===== src/rtl/fir_pkg.sv =====
// Shared types, default low-pass coefficients and the accumulator width helper
// for the symmetric serial FIR.
package fir_pkg;

    typedef enum logic [1:0] {IDLE, MAC, DONE} fir_state_t;

    localparam int unsigned LP_TAPS  = 31;
    localparam int unsigned LP_NHALF = (LP_TAPS + 1) / 2;

    // c[0] is the outermost pair, c[LP_NHALF-1] the centre tap.
    localparam logic [0:LP_NHALF-1][7:0] LP_COEFS = '{
        8'd3,  8'd4,  8'd6,  8'd8,  8'd12, 8'd17, 8'd23, 8'd29,
        8'd36, 8'd43, 8'd50, 8'd56, 8'd61, 8'd65, 8'd67, 8'd68
    };

    function automatic int unsigned fir_acc_w(input int unsigned data_w,
                                              input int unsigned coef_w,
                                              input int unsigned nhalf);
        return data_w + coef_w + 1 + $clog2(nhalf);
    endfunction

endpackage


===== src/rtl/fir_sym_serial_if.sv =====
// Sample-in / filtered-out handshake bundle for fir_sym_serial.
interface fir_sym_serial_if #(
    parameter int unsigned DATA_W = 10
) ();

    logic              clear;
    logic              sample_valid;
    logic [DATA_W-1:0] sample_in;
    logic              in_ready;
    logic              filt_valid;
    logic [DATA_W-1:0] filt_out;
    logic              busy;

    modport master (
        output clear, sample_valid, sample_in,
        input  in_ready, filt_valid, filt_out, busy
    );

    modport slave (
        input  clear, sample_valid, sample_in,
        output in_ready, filt_valid, filt_out, busy
    );

endinterface


===== src/rtl/fir_pair_mac.sv =====
// Folded-pair pre-add, coefficient multiply and accumulate for one tap index per cycle.
module fir_pair_mac #(
    parameter int unsigned DATA_W = 10,
    parameter int unsigned TAPS   = 31,
    parameter int unsigned COEF_W = 8,
    parameter int unsigned NHALF  = (TAPS + 1) / 2,
    parameter int unsigned ACC_W  = 23,
    parameter logic [0:NHALF-1][COEF_W-1:0] COEFS = '0,
    localparam int unsigned IDX_W = $clog2(NHALF),
    localparam int unsigned TAP_W = $clog2(TAPS)
) (
    input  logic                         clk,
    input  logic                         reset,
    input  logic                         acc_clr,
    input  logic                         acc_en,
    input  logic [IDX_W-1:0]             idx,
    input  logic [0:TAPS-1][DATA_W-1:0]  dline,
    output logic [ACC_W-1:0]             acc
);

    localparam int unsigned SUM_W  = DATA_W + 1;
    localparam int unsigned PROD_W = DATA_W + 1 + COEF_W;

    logic [TAP_W-1:0]  lo_idx;
    logic [TAP_W-1:0]  hi_idx;
    logic              centre;
    logic [SUM_W-1:0]  pair_sum;
    logic [PROD_W-1:0] prod;
    logic [ACC_W-1:0]  acc_q;

    always_comb begin
        lo_idx   = TAP_W'(idx);
        hi_idx   = TAP_W'(TAPS - 1) - lo_idx;
        centre   = (idx == IDX_W'(NHALF - 1));
        pair_sum = {1'b0, dline[lo_idx]};
        // The centre tap has no mirror partner, so it is counted once.
        if (!centre) begin
            pair_sum = pair_sum + {1'b0, dline[hi_idx]};
        end
        prod = PROD_W'(pair_sum) * PROD_W'(COEFS[idx]);
    end

    always_ff @(posedge clk or posedge reset) begin
        if (reset) begin
            acc_q <= '0;
        end else if (acc_clr) begin
            acc_q <= '0;
        end else if (acc_en) begin
            acc_q <= acc_q + ACC_W'(prod);
        end
    end

    assign acc = acc_q;

endmodule


===== src/rtl/fir_sym_serial.sv =====
// Time-multiplexed symmetric FIR: delay line, control FSM, round and saturate.
// One folded coefficient pair is accumulated per clock by fir_pair_mac.
module fir_sym_serial
    import fir_pkg::*;
#(
    parameter int unsigned DATA_W = 10,
    parameter int unsigned TAPS   = 31,
    parameter int unsigned COEF_W = 8,
    parameter int unsigned SHIFT  = 10,
    parameter logic [0:(TAPS+1)/2-1][COEF_W-1:0] COEFS = LP_COEFS
) (
    input logic             clk,
    input logic             reset,
    fir_sym_serial_if.slave bus
);

    localparam int unsigned NHALF = (TAPS + 1) / 2;
    localparam int unsigned IDX_W = $clog2(NHALF);
    localparam int unsigned ACC_W = fir_acc_w(DATA_W, COEF_W, NHALF);
    localparam int unsigned RND_W = ACC_W + 1;

    if ((TAPS % 2) == 0 || TAPS < 3) begin : g_bad_taps
        $error("fir_sym_serial: TAPS must be odd and at least 3");
    end

    fir_state_t                 state_q, state_d;
    logic [IDX_W-1:0]           idx_q, idx_d;
    logic [0:TAPS-1][DATA_W-1:0] dline_q, dline_d;
    logic [DATA_W-1:0]          filt_out_q, filt_out_d;
    logic                       filt_valid_q, filt_valid_d;
    logic                       acc_clr;
    logic                       acc_en;
    logic [ACC_W-1:0]           acc;
    logic [RND_W-1:0]           rounded;
    logic [RND_W-1:0]           scaled;
    logic [DATA_W-1:0]          result;

    fir_pair_mac #(
        .DATA_W (DATA_W),
        .TAPS   (TAPS),
        .COEF_W (COEF_W),
        .NHALF  (NHALF),
        .ACC_W  (ACC_W),
        .COEFS  (COEFS)
    ) u_mac (
        .clk     (clk),
        .reset   (reset),
        .acc_clr (acc_clr),
        .acc_en  (acc_en),
        .idx     (idx_q),
        .dline   (dline_q),
        .acc     (acc)
    );

    // Round half up, then clamp to the unsigned output range.
    always_comb begin
        rounded = RND_W'(acc) + (RND_W'(1) << (SHIFT - 1));
        scaled  = rounded >> SHIFT;
        if (scaled > RND_W'({DATA_W{1'b1}})) begin
            result = '1;
        end else begin
            result = DATA_W'(scaled);
        end
    end

    always_comb begin
        state_d      = state_q;
        idx_d        = idx_q;
        dline_d      = dline_q;
        filt_out_d   = filt_out_q;
        filt_valid_d = 1'b0;
        acc_clr      = 1'b0;
        acc_en       = 1'b0;
        if (bus.clear) begin
            state_d = IDLE;
            idx_d   = '0;
            dline_d = '0;
            acc_clr = 1'b1;
        end else begin
            unique case (state_q)
                IDLE: begin
                    if (bus.sample_valid) begin
                        dline_d = {bus.sample_in, dline_q[0:TAPS-2]};
                        idx_d   = '0;
                        acc_clr = 1'b1;
                        state_d = MAC;
                    end
                end
                MAC: begin
                    acc_en = 1'b1;
                    if (idx_q == IDX_W'(NHALF - 1)) begin
                        idx_d   = '0;
                        state_d = DONE;
                    end else begin
                        idx_d = idx_q + IDX_W'(1);
                    end
                end
                DONE: begin
                    filt_out_d   = result;
                    filt_valid_d = 1'b1;
                    state_d      = IDLE;
                end
                default: state_d = IDLE;
            endcase
        end
    end

    always_ff @(posedge clk or posedge reset) begin
        if (reset) begin
            state_q      <= IDLE;
            idx_q        <= '0;
            dline_q      <= '0;
            filt_out_q   <= '0;
            filt_valid_q <= 1'b0;
        end else begin
            state_q      <= state_d;
            idx_q        <= idx_d;
            dline_q      <= dline_d;
            filt_out_q   <= filt_out_d;
            filt_valid_q <= filt_valid_d;
        end
    end

    assign bus.in_ready   = (state_q == IDLE);
    assign bus.busy       = (state_q != IDLE);
    assign bus.filt_valid = filt_valid_q;
    assign bus.filt_out   = filt_out_q;

endmodule


===== src/flat_wrapper.sv =====
// flat-port wrapper written by rule: the top's interface ports become plain ports
module fir_sym_serial_flat import fir_pkg::*;
#(
    parameter int unsigned DATA_W = 10,
    parameter int unsigned TAPS   = 31,
    parameter int unsigned COEF_W = 8,
    parameter int unsigned SHIFT  = 10,
    parameter logic [0:(TAPS+1)/2-1][COEF_W-1:0] COEFS = LP_COEFS
)
  (clk, reset, bus_clear, bus_sample_valid, bus_sample_in, bus_in_ready, bus_filt_valid, bus_filt_out, bus_busy);
  fir_sym_serial_if #(.DATA_W(DATA_W)) bus_i ();
  input logic clk;
  input logic reset;
  input wire logic [$bits(bus_i.clear)-1:0] bus_clear;
  input wire logic [$bits(bus_i.sample_valid)-1:0] bus_sample_valid;
  input wire logic [$bits(bus_i.sample_in)-1:0] bus_sample_in;
  output wire logic [$bits(bus_i.in_ready)-1:0] bus_in_ready;
  output wire logic [$bits(bus_i.filt_valid)-1:0] bus_filt_valid;
  output wire logic [$bits(bus_i.filt_out)-1:0] bus_filt_out;
  output wire logic [$bits(bus_i.busy)-1:0] bus_busy;
  assign bus_i.clear = bus_clear;
  assign bus_i.sample_valid = bus_sample_valid;
  assign bus_i.sample_in = bus_sample_in;
  assign bus_in_ready = bus_i.in_ready;
  assign bus_filt_valid = bus_i.filt_valid;
  assign bus_filt_out = bus_i.filt_out;
  assign bus_busy = bus_i.busy;
  fir_sym_serial #(.DATA_W(DATA_W), .TAPS(TAPS), .COEF_W(COEF_W), .SHIFT(SHIFT), .COEFS(COEFS)) u_core (.clk(clk), .reset(reset), .bus(bus_i));
endmodule

===== config.mk =====
export PLATFORM = sky130hd
export DESIGN_NAME = fir_sym_serial_flat
export DESIGN_NICKNAME = d
export VERILOG_FILES = /design/src/rtl/fir_pkg.sv /design/src/rtl/fir_sym_serial_if.sv /design/src/rtl/fir_pair_mac.sv /design/src/rtl/fir_sym_serial.sv /design/src/flat_wrapper.sv
export SDC_FILE = /design/constraint.sdc
export NUM_CORES = 1
export LEC_CHECK = 0
export CORE_ASPECT_RATIO = 0.5
export CORE_UTILIZATION = 45
export CTS_CLUSTER_SIZE = 24
export DETAILED_ROUTE_END_ITERATION = 12
export GPL_TIMING_DRIVEN = 0
export PLACE_DENSITY = 0.6
export SYNTH_ARGS = -nofsm -noshare
export SYNTH_HDL_FRONTEND = slang
export SYNTH_SLANG_ARGS = --single-unit

===== constraint.sdc =====
create_clock -name clk -period 16.3 [get_ports clk]
set_input_delay 4.075 -clock clk [delete_from_list [all_inputs] [get_ports clk]]
set_output_delay 4.075 -clock clk [all_outputs]
set_load 0.03 [all_outputs]

==> reports/results.tsv, run 1 <==
metric	value	unit
Max-Cap Viols	0	
clk root buf	clkbuf_16	
Layout Skew	0.0321	ns
TritonCTS Sinks	350	
RSZ-0062 raised after global routing	no	
core area	45700	sq um
vias in the first global route	16400	
TritonCTS clock tree	built	
Post-CTS Setup Inserts	0	
diodes inserted	0	
Hold Fails Final Rpt	0	
Die Wd	308	um
Final HPWL DP	48.2	mm
setup TNS	0	ns
Pwr Density	86.9	nW/um^2
Final Critical Period	10.57	ns
CP Data Required Time	16.76	ns
Yosys cell types	74	
Max clock buf depth	3	
hold-fix buffer count after cts	0	
most frequent cells in the layout	nand2_1 (656), a21oi_1 (360), dfrtp_1 (350)	
simple-gate share of the synthesized area	16.4	%
Rows	55	
Worst IR Drop VDD	0.0750	mV
Final Util	51.1	%
R2R Setup Slk	5.73	ns
# nets final	2459	
IO Pins	27	
Critical Path Sink Type	register	
Net Count, Synth	2392	
WL final	65.0	mm
Routed Antenna Nets	0	
Critical Path Source Type	register	
post-synthesis mux area share	12.3	%
placer's final routability congestion estimate	0.958	
final period utilization	64.9	%
top cells by area, synth	dfrtp_1 (42%), nand2_1 (12%), mux4_2 (9.8%), a21oi_1 (8.5%), fa_1 (5.9%)	
Crit path max-delay family	adder cells	
Overflow after GRT	0	
most common cell after layout, fill and taps aside	nand2_1	
maximum fanout along the worst path	11	
Wirelength per Cell	21.9	um
Worst Max-Slew Pin Slew	0.927	ns
die area	47800	sq um
Layout area overhead	10.8	%
cts bufs inserted	36	
layout cells sized above 1	9.72	%
WHS	0.518	ns
DRC	0	
adder-cell share of the synthesized area	9.68	%
Synth area leader	dfrtp_1	
Post-CTS Resized	0	
total number of vias	17100	
IO buf count	26	
global-route wire length before repair	102	mm
syn avg cell area	9.36	sq um
Setup Crit Path Kind	reg -> reg	
DRT Pass-1 Iters	7	
slowest cell on the critical path	clkbuf_1	
Post-synth ARST share	100	%
Via density	5.76	
crit-path max cell delay	0.73	ns
Final Max Tran Viols	0	
drt initial violations	1799	
largest net degree at the start of global routing	122	
worst skew pair latency	0.56	ns
Mapped Area	21100	sq um
Final WS setup	5.73	ns
cell mode on critical path	fa_1	
total power	2.03	mW
CTS clk-pin slew, worst paths	0.06	ns
largest family of logic cells by synthesized area	simple AND/OR/NAND/NOR gates	
Starting Density	46.2	%
Max Freq	94.6	MHz
total number of yosys warnings	0	
#FFs+latches synth	350	
initial antenna violation count	0	
Synth Area in XOR/XNOR	1.13	%
GRT Resource Usage Total	28.1	%
top_reg_cell synth	dfrtp_1	
Slew headroom	38.2	%
post-synth top area share	41.5	%
Place WS	5.84	ns
Arr. time, crit path	11.03	ns
setup violators final	0	
Gate Count Post-Synth	2252	
# H-tree levels	2	
Hold Path Class	reg -> reg	
sequential element share of the synthesized area	41.5	%
Synth Area in Compound Gates	12.9	%
Die Span Y	155	um
status	completed	
LEAKAGE	9.89	nW
Worst Path Buf+Inv	11	
Post-synth EDFFs	0	
through the flow:
step	cells	instance area, sq um
finish	2973	23400
global route	2973	23400
detailed placement	2908	22200
CTS	2973	23400
global placement	2905	22100
floorplan	2252	21100
report_power, final:
group          switching, mW  internal, mW  total (mW)
Sequential           0.00538         0.876       0.881
Clock                  0.375         0.456       0.831
Combinational          0.218         0.101       0.319
sequential cells by signal (all words and copies together), names as in the netlist:
register and flops:
u_core.dline_q 310, u_core.state_q 2, u_core.u_mac.acc 23, u_core.bus.filt_valid 1, u_core.bus.filt_out 10, u_core.idx_q 4
cell families after synthesis:
group	after synthesis
mux	136
simple gates	845
fa+ha+maj	126
xor+xnor	25
buf+inv	288
flops	350
compound gates	482
Yosys cell counts, types with 9 or more instances:
cell and number:
a211oi_1 17, a21o_1 11, a21oi_1 360, a221oi_1 12, and2_1 10, and3_1 11, buf_2 37, buf_4 12
clkbuf_1 95, dfrtp_1 350, fa_1 62, ha_1 64, inv_1 127, mux2i_1 38, mux4_2 92, nand2_1 656
nand2b_1 18, nand3_1 13, nor2_1 82, nor2b_1 16, o21ai_0 26, or2_1 9, xnor2_1 15, xor2_1 9
worst paths after layout:
check,from,endpoint,cells past startpoint
setup / recovery,u_core.idx_q[0]$_DFFE_PP0P_,u_core.u_mac.acc[22]$_DFFE_PP0P_,33
hold / removal,u_core.u_mac.acc[0]$_DFFE_PP0P_,u_core.u_mac.acc[0]$_DFFE_PP0P_,1
setup reg to reg,u_core.idx_q[0]$_DFFE_PP0P_,u_core.u_mac.acc[22]$_DFFE_PP0P_,33
hold reg to reg,u_core.u_mac.acc[0]$_DFFE_PP0P_,u_core.u_mac.acc[0]$_DFFE_PP0P_,1
max in group asynchronous,reset,u_core.u_mac.acc[1]$_DFFE_PP0P_,4
min in group asynchronous,reset,u_core.state_q[0]$_DFFE_PP0P_,2
routing by layer:
metal | part of all wire [%] | global-route usage (%) | up-vias | wire length [um]
met3 | 11 | 8.64 | 84 | 7220
met4 | 1.7 | 5.52 | 0 | 1130
li1 | - | - | 7750 | -
met1 | 45 | 42.7 | 8586 | 29500
met5 | 0 | 0 | - | 0
met2 | 42 | 39.3 | 704 | 27200
cell type report:
cell class	count	area [sq um]
Clock buffer	53	1020
Timing Repair Buffer	29	343
Tap cell	627	785
Multi-Input combinational cell	1614	11100
Inverter	129	492
Buffer	159	795
Clock inverter	12	125
Sequential cell	350	8760
Fill cell	4288	22300
No activity file was read; power rests on OpenSTA's default activity.
==> inputs of run 2 (changes only) <==
==> constraint.sdc (replaced) <==
create_clock -name clk -period 10.8 [get_ports clk]
set_input_delay 2.7 -clock clk [delete_from_list [all_inputs] [get_ports clk]]
set_output_delay 2.7 -clock clk [all_outputs]
set_load 0.03 [all_outputs]
==> reports/results.tsv, run 2 (same netlist as run 1, synthesis figures left out) <==
metric	value	unit
# H-tree levels	2	
Int Power	2.19	mW
maximum fanout along the worst path	10	
worst hold path depth	2	
R2R Setup Slk	0.43	ns
Rows	55	
Final Util	51.5	%
Setup Crit Path Kind	reg -> reg	
Pwr Density	132	nW/um^2
GRT Max-Usage Layer	met1	
Layout area overhead	11.6	%
Worst Max-Slew Pin Slew	0.985	ns
Overflow after GRT	0	
Reg2Reg Depth	31	
status	completed	
die area	47800	sq um
slowest cell on the critical path	fa_1	
layout cells sized above 1	10.2	%
crit-path max cell delay	0.56	ns
met3 usage	7.89	%
cell mode on critical path	fa_1	
Hold Fails Final Rpt	0	
Arr. time, crit path	10.83	ns
total number of vias	17100	
core area	45700	sq um
sequential power share	42.9	%
worst skew pair latency	0.56	ns
TritonCTS clock tree	built	
Worst IR Drop VDD	0.104	mV
Final Critical Period	10.37	ns
Die Wd	308	um
LEAKAGE	9.97	nW
TritonCTS Sinks	350	
IO buf count	26	
final period utilization	96.0	%
Sw Ratio	29.3	%
DRT Pass-1 Iters	5	
Layout Skew	0.0253	ns
CP Data Required Time	11.26	ns
Reg-to-Reg Start	u_core.idx_q[1]$_DFFE_PP0P_	
hold path endpoint	u_core.dline_q[8]$_DFFE_PP0P_	
WL final	64.9	mm
max reg flops	310	
Critical Path Sink Type	register	
CTS clk-pin slew, worst paths	0.07	ns
global-route wire length before repair	100	mm
most common cell after layout, fill and taps aside	nand2_1	
min-delay src	u_core.dline_q[8]$_DFFE_PP0P_	
DRC	0	
Starting Density	46.2	%
GRT Resource Usage Total	27.8	%
Combinational Power Share	15.8	%
Die Span Y	155	um
Final Max Tran Viols	0	
Routed Antenna Nets	0	
switching power	0.908	mW
Layout fillers	4238	
largest reg by FF count	u_core.dline_q	
setup TNS	0	ns
diodes inserted	0	
clock network power share	41.3	%
cts bufs inserted	36	
setup violators final	0	
drt initial violations	1657	
clk root buf	clkbuf_16	
Max Freq	96.4	MHz
global-route track usage on met2	38.1	%
# nets final	2466	
placer's final routability congestion estimate	0.983	
most frequent cells in the layout	nand2_1 (656), a21oi_1 (360), dfrtp_1 (350)	
Slew headroom	34.0	%
vias in the first global route	16200	
initial antenna violation count	2	
RSZ-0062 raised after global routing	no	
Final HPWL DP	48.7	mm
Max clock buf depth	3	
Critical Path Source Type	register	
met1 Use GR	42.9	%
Max-Cap Viols	0	
Via density	5.75	
R2R Path End	u_core.u_mac.acc[22]$_DFFE_PP0P_	
Hold Path Class	reg -> reg	
largest net degree at the start of global routing	39	
IO Pins	27	
Wirelength per Cell	21.8	um
## run 2: cell count changes in the layout (fill, tap and decap cells not counted), sizes merged
cell	delta
buf	+7
clkinvlp	+1
inv	-4
## run 2: cell type report
| class | instances | area [sq um] | area share [%] |
|---|---|---|---|
| well taps | 627 | 785 | 3.33 |
| inverters | 129 | 488 | 2.07 |
| repair buffers | 36 | 460 | 1.96 |
| plain buffers | 159 | 797 | 3.39 |
| clock buffers | 53 | 1050 | 4.48 |
| clock inverters | 9 | 138 | 0.585 |
| flip-flops and latches | 350 | 8760 | 37.2 |
| multi-input cells | 1614 | 11100 | 47.0 |
## run 2: worst max-delay path by stage
| stage | from | end | slack (ns) | cells after the start |
|---|---|---|---|---|
| finish | u_core.idx_q[1]$_DFFE_PP0P_ | u_core.u_mac.acc[22]$_DFFE_PP0P_ | 0.43 | 31 |
| global route | u_core.idx_q[1]$_DFFE_PP0P_ | u_core.u_mac.acc[11]$_DFFE_PP0P_ | 0.03 | 31 |
| CTS | u_core.idx_q[1]$_DFFE_PP0P_ | u_core.u_mac.acc[13]$_DFFE_PP0P_ | 0.30 | 31 |
| detailed placement | u_core.idx_q[1]$_DFFE_PP0P_ | u_core.u_mac.acc[13]$_DFFE_PP0P_ | 0.35 | 31 |
| global placement | u_core.idx_q[1]$_DFFE_PP0P_ | u_core.u_mac.acc[13]$_DFFE_PP0P_ | 0.37 | 31 |
| floorplan | u_core.idx_q[0]$_DFFE_PP0P_ | u_core.u_mac.acc[19]$_DFFE_PP0P_ | 2.41 | 34 |
## run 2: layer usage
metal,vias to the layer above,routed length [um]
li1,7745,-
met1,8557,29800
met2,719,26600
met3,92,7110
met4,0,1450
met5,-,0
## run 2: metrics by stage
step	instance area, sq um	hold slack, ns	power (mW)	worst slack [ns]	cells
after detailed placement	22300	0.507	1.84	0.355	2915
after global placement	22100	0.498	1.83	0.370	2905
final	23500	0.524	3.10	0.427	2977
after global routing	23500	0.552	3.22	0.0278	2977
after floorplan	21100	0.480	1.69	2.41	2252
after CTS	23500	0.522	3.12	0.304	2977
## run 2: critical path: cells and delay by family, from the launching register on
family                   cells  cell delay (ns)
adder cells (fa/ha/maj)      7             3.36
buffers and inverters        9             2.35
AO/OA/AOI/OAI                6             1.97
AND/OR/NAND/NOR              6             1.24
multiplexers                 2             0.81
flip-flops                   1             0.39
XOR/XNOR                     1             0.12
## run 2: repair_timing
action | 4_1_cts | 5_1_grt
buffers inserted | 0 | 0
hold buffers | 0 | 0
gates resized for setup | 0 | 5
endpoints found under the setup margin | 0 | 5
## run 2: power by group through the flow
| stage | Sequential [mW] | Clock [mW] | Combinational (mW) |
|---|---|---|---|
| finish | 1.33 | 1.28 | 0.489 |
| detailed placement | 1.35 | 0 | 0.489 |
| floorplan | 1.35 | 0 | 0.339 |
| global placement | 1.36 | 0 | 0.476 |
| CTS | 1.33 | 1.30 | 0.491 |
| global route | 1.33 | 1.34 | 0.551 |
==> inputs of run 3 (changes only) <==
--- a/config.mk
+++ b/config.mk
@@ -6,6 +6,7 @@
 export NUM_CORES = 1
 export LEC_CHECK = 0
 export CORE_ASPECT_RATIO = 0.5
+export CORE_MARGIN = 4
 export CORE_UTILIZATION = 45
 export CTS_CLUSTER_SIZE = 24
 export DETAILED_ROUTE_END_ITERATION = 12
==> constraint.sdc (replaced) <==
create_clock -name clk -period 10.8 [get_ports clk]
set_input_delay 2.7 -clock clk [delete_from_list [all_inputs] [get_ports clk]]
set_output_delay 2.7 -clock clk [all_outputs]
set_load 0.05 [all_outputs]
==> reports/results.tsv, run 3 (same netlist as run 1, synthesis figures left out) <==
metric	value	unit
Die Span Y	161	um
Layout area overhead	11.5	%
largest reg by FF count	u_core.dline_q	
drt initial violations	1901	
Worst Max-Slew Pin Slew	1.03	ns
WHS	0.519	ns
Layout fillers	4268	
vias in the first global route	16400	
placer's final routability congestion estimate	0.942	
CP Data Required Time	11.26	ns
Rows	55	
Max Freq	96.6	MHz
Layout Skew	0.0171	ns
total power	3.11	mW
met3 usage	6.39	%
Max clock buf depth	3	
met1 Use GR	40.6	%
initial antenna violation count	2	
Max-Cap Viols	0	
Wirelength per Cell	22.0	um
global-route track usage on met2	37.0	%
most common cell after layout, fill and taps aside	nand2_1	
global-route wire length before repair	102	mm
maximum fanout along the worst path	10	
largest net degree at the start of global routing	41	
final period utilization	95.9	%
crit-path max cell delay	0.57	ns
CTS clk-pin slew, worst paths	0.07	ns
slowest cell on the critical path	a21oi_1	
IO buf count	26	
Final Max Tran Viols	0	
setup violators final	0	
Starting Density	46.1	%
Worst IR Drop VDD	0.0884	mV
max reg flops	310	
Critical Path Source Type	register	
Setup Crit Path Kind	reg -> reg	
GRT Resource Usage Total	26.1	%
cell mode on critical path	fa_1	
Pwr Density	132	nW/um^2
Post-Layout Cell Count	2977	
TritonCTS clock tree	built	
WL final	65.6	mm
Via density	5.79	
# H-tree levels	2	
total number of vias	17300	
most frequent cells in the layout	nand2_1 (656), a21oi_1 (360), dfrtp_1 (350)	
Overflow after GRT	0	
Slew headroom	30.9	%
Final Util	51.4	%
DRC	0	
core area	45800	sq um
Final HPWL DP	48.9	mm
Final Critical Period	10.35	ns
worst skew pair latency	0.56	ns
status	completed	
DRT Pass-1 Iters	7	
setup TNS	0	ns
IO Pins	27	
# nets final	2465	
clk root buf	clkbuf_16	
TritonCTS Sinks	350	
hold-fix buffer count after cts	0	
cts bufs inserted	36	
layout cells sized above 1	10.3	%
RSZ-0062 raised after global routing	no	
Routed Antenna Nets	0	
die area	50600	sq um
GRT Max-Usage Layer	met1	
LEAKAGE	9.97	nW
Hold Fails Final Rpt	0	
Placed Cells incl. Taps	2914	
Die Wd	314	um
Critical Path Sink Type	register	
Hold Path Class	reg -> reg	
Arr. time, crit path	10.81	ns
[run 3: worst paths after layout]
path | from | end | slack, ns | cells after the start
setup / recovery | u_core.idx_q[1]$_DFFE_PP0P_ | u_core.u_mac.acc[20]$_DFFE_PP0P_ | 0.45 | 31
min in group asynchronous | reset | u_core.state_q[0]$_DFFE_PP0P_ | 2.61 | 2
hold / removal | u_core.bus.filt_out[1]$_DFFE_PP0P_ | u_core.bus.filt_out[1]$_DFFE_PP0P_ | 0.52 | 2
setup reg to reg | u_core.idx_q[1]$_DFFE_PP0P_ | u_core.u_mac.acc[20]$_DFFE_PP0P_ | 0.45 | 31
max in group asynchronous | reset | u_core.dline_q[35]$_DFFE_PP0P_ | 7.02 | 5
hold reg to reg | u_core.bus.filt_out[1]$_DFFE_PP0P_ | u_core.bus.filt_out[1]$_DFFE_PP0P_ | 0.52 | 2
[run 3: stage by stage]
step           setup slack [ns]  area [sq um]
6_report                  0.448         23500
3_3_place_gp              0.248         22100
3_5_place_dp              0.291         22300
2_1_floorplan              2.41         21100
4_1_cts                   0.243         23500
5_1_grt                  0.0620         23500
[run 3: critical path: cells and delay by family, from the launching register on]
family                   cells  cell delay, ns
AO/OA/AOI/OAI                7            2.16
XOR/XNOR                     1            0.14
adder cells (fa/ha/maj)      7            3.42
buffers and inverters        9            2.32
flip-flops                   1            0.41
multiplexers                 2            0.78
AND/OR/NAND/NOR              5            0.98
[run 3: layer usage]
| layer | vias to the layer above | share of wire [%] |
|---|---|---|
| li1 | 7748 | - |
| met1 | 8657 | 46 |
| met2 | 743 | 42 |
| met3 | 101 | 11 |
| met4 | 2 | 1.9 |
| met5 | - | 0.020 |
[run 3: layout make-up]
| class | instances | area (sq um) | area share (%) |
|---|---|---|---|
| multi-input cells | 1614 | 11100 | 47.0 |
| flip-flops and latches | 350 | 8760 | 37.3 |
| clock buffers | 50 | 1040 | 4.44 |
| plain buffers | 159 | 797 | 3.39 |
| well taps | 627 | 785 | 3.34 |
| inverters | 129 | 488 | 2.08 |
| repair buffers | 35 | 440 | 1.87 |
| clock inverters | 12 | 143 | 0.607 |
| diodes | 1 | 2.50 | 0.0106 |
[run 3: where the power goes]
part	leakage, nW	total, mW	switching [mW]	internal [mW]
clock network	0.587	1.29	0.565	0.729
registers	4.88	1.33	0.00826	1.32
logic	4.50	0.490	0.333	0.157
total	9.97	3.11	0.907	2.21
[run 3: what timing repair did]
| item | CTS | global route |
|---|---|---|
| setup buffers | 0 | 0 |
| gates resized for setup | 0 | 5 |
| setup endpoints to repair | 0 | 6 |
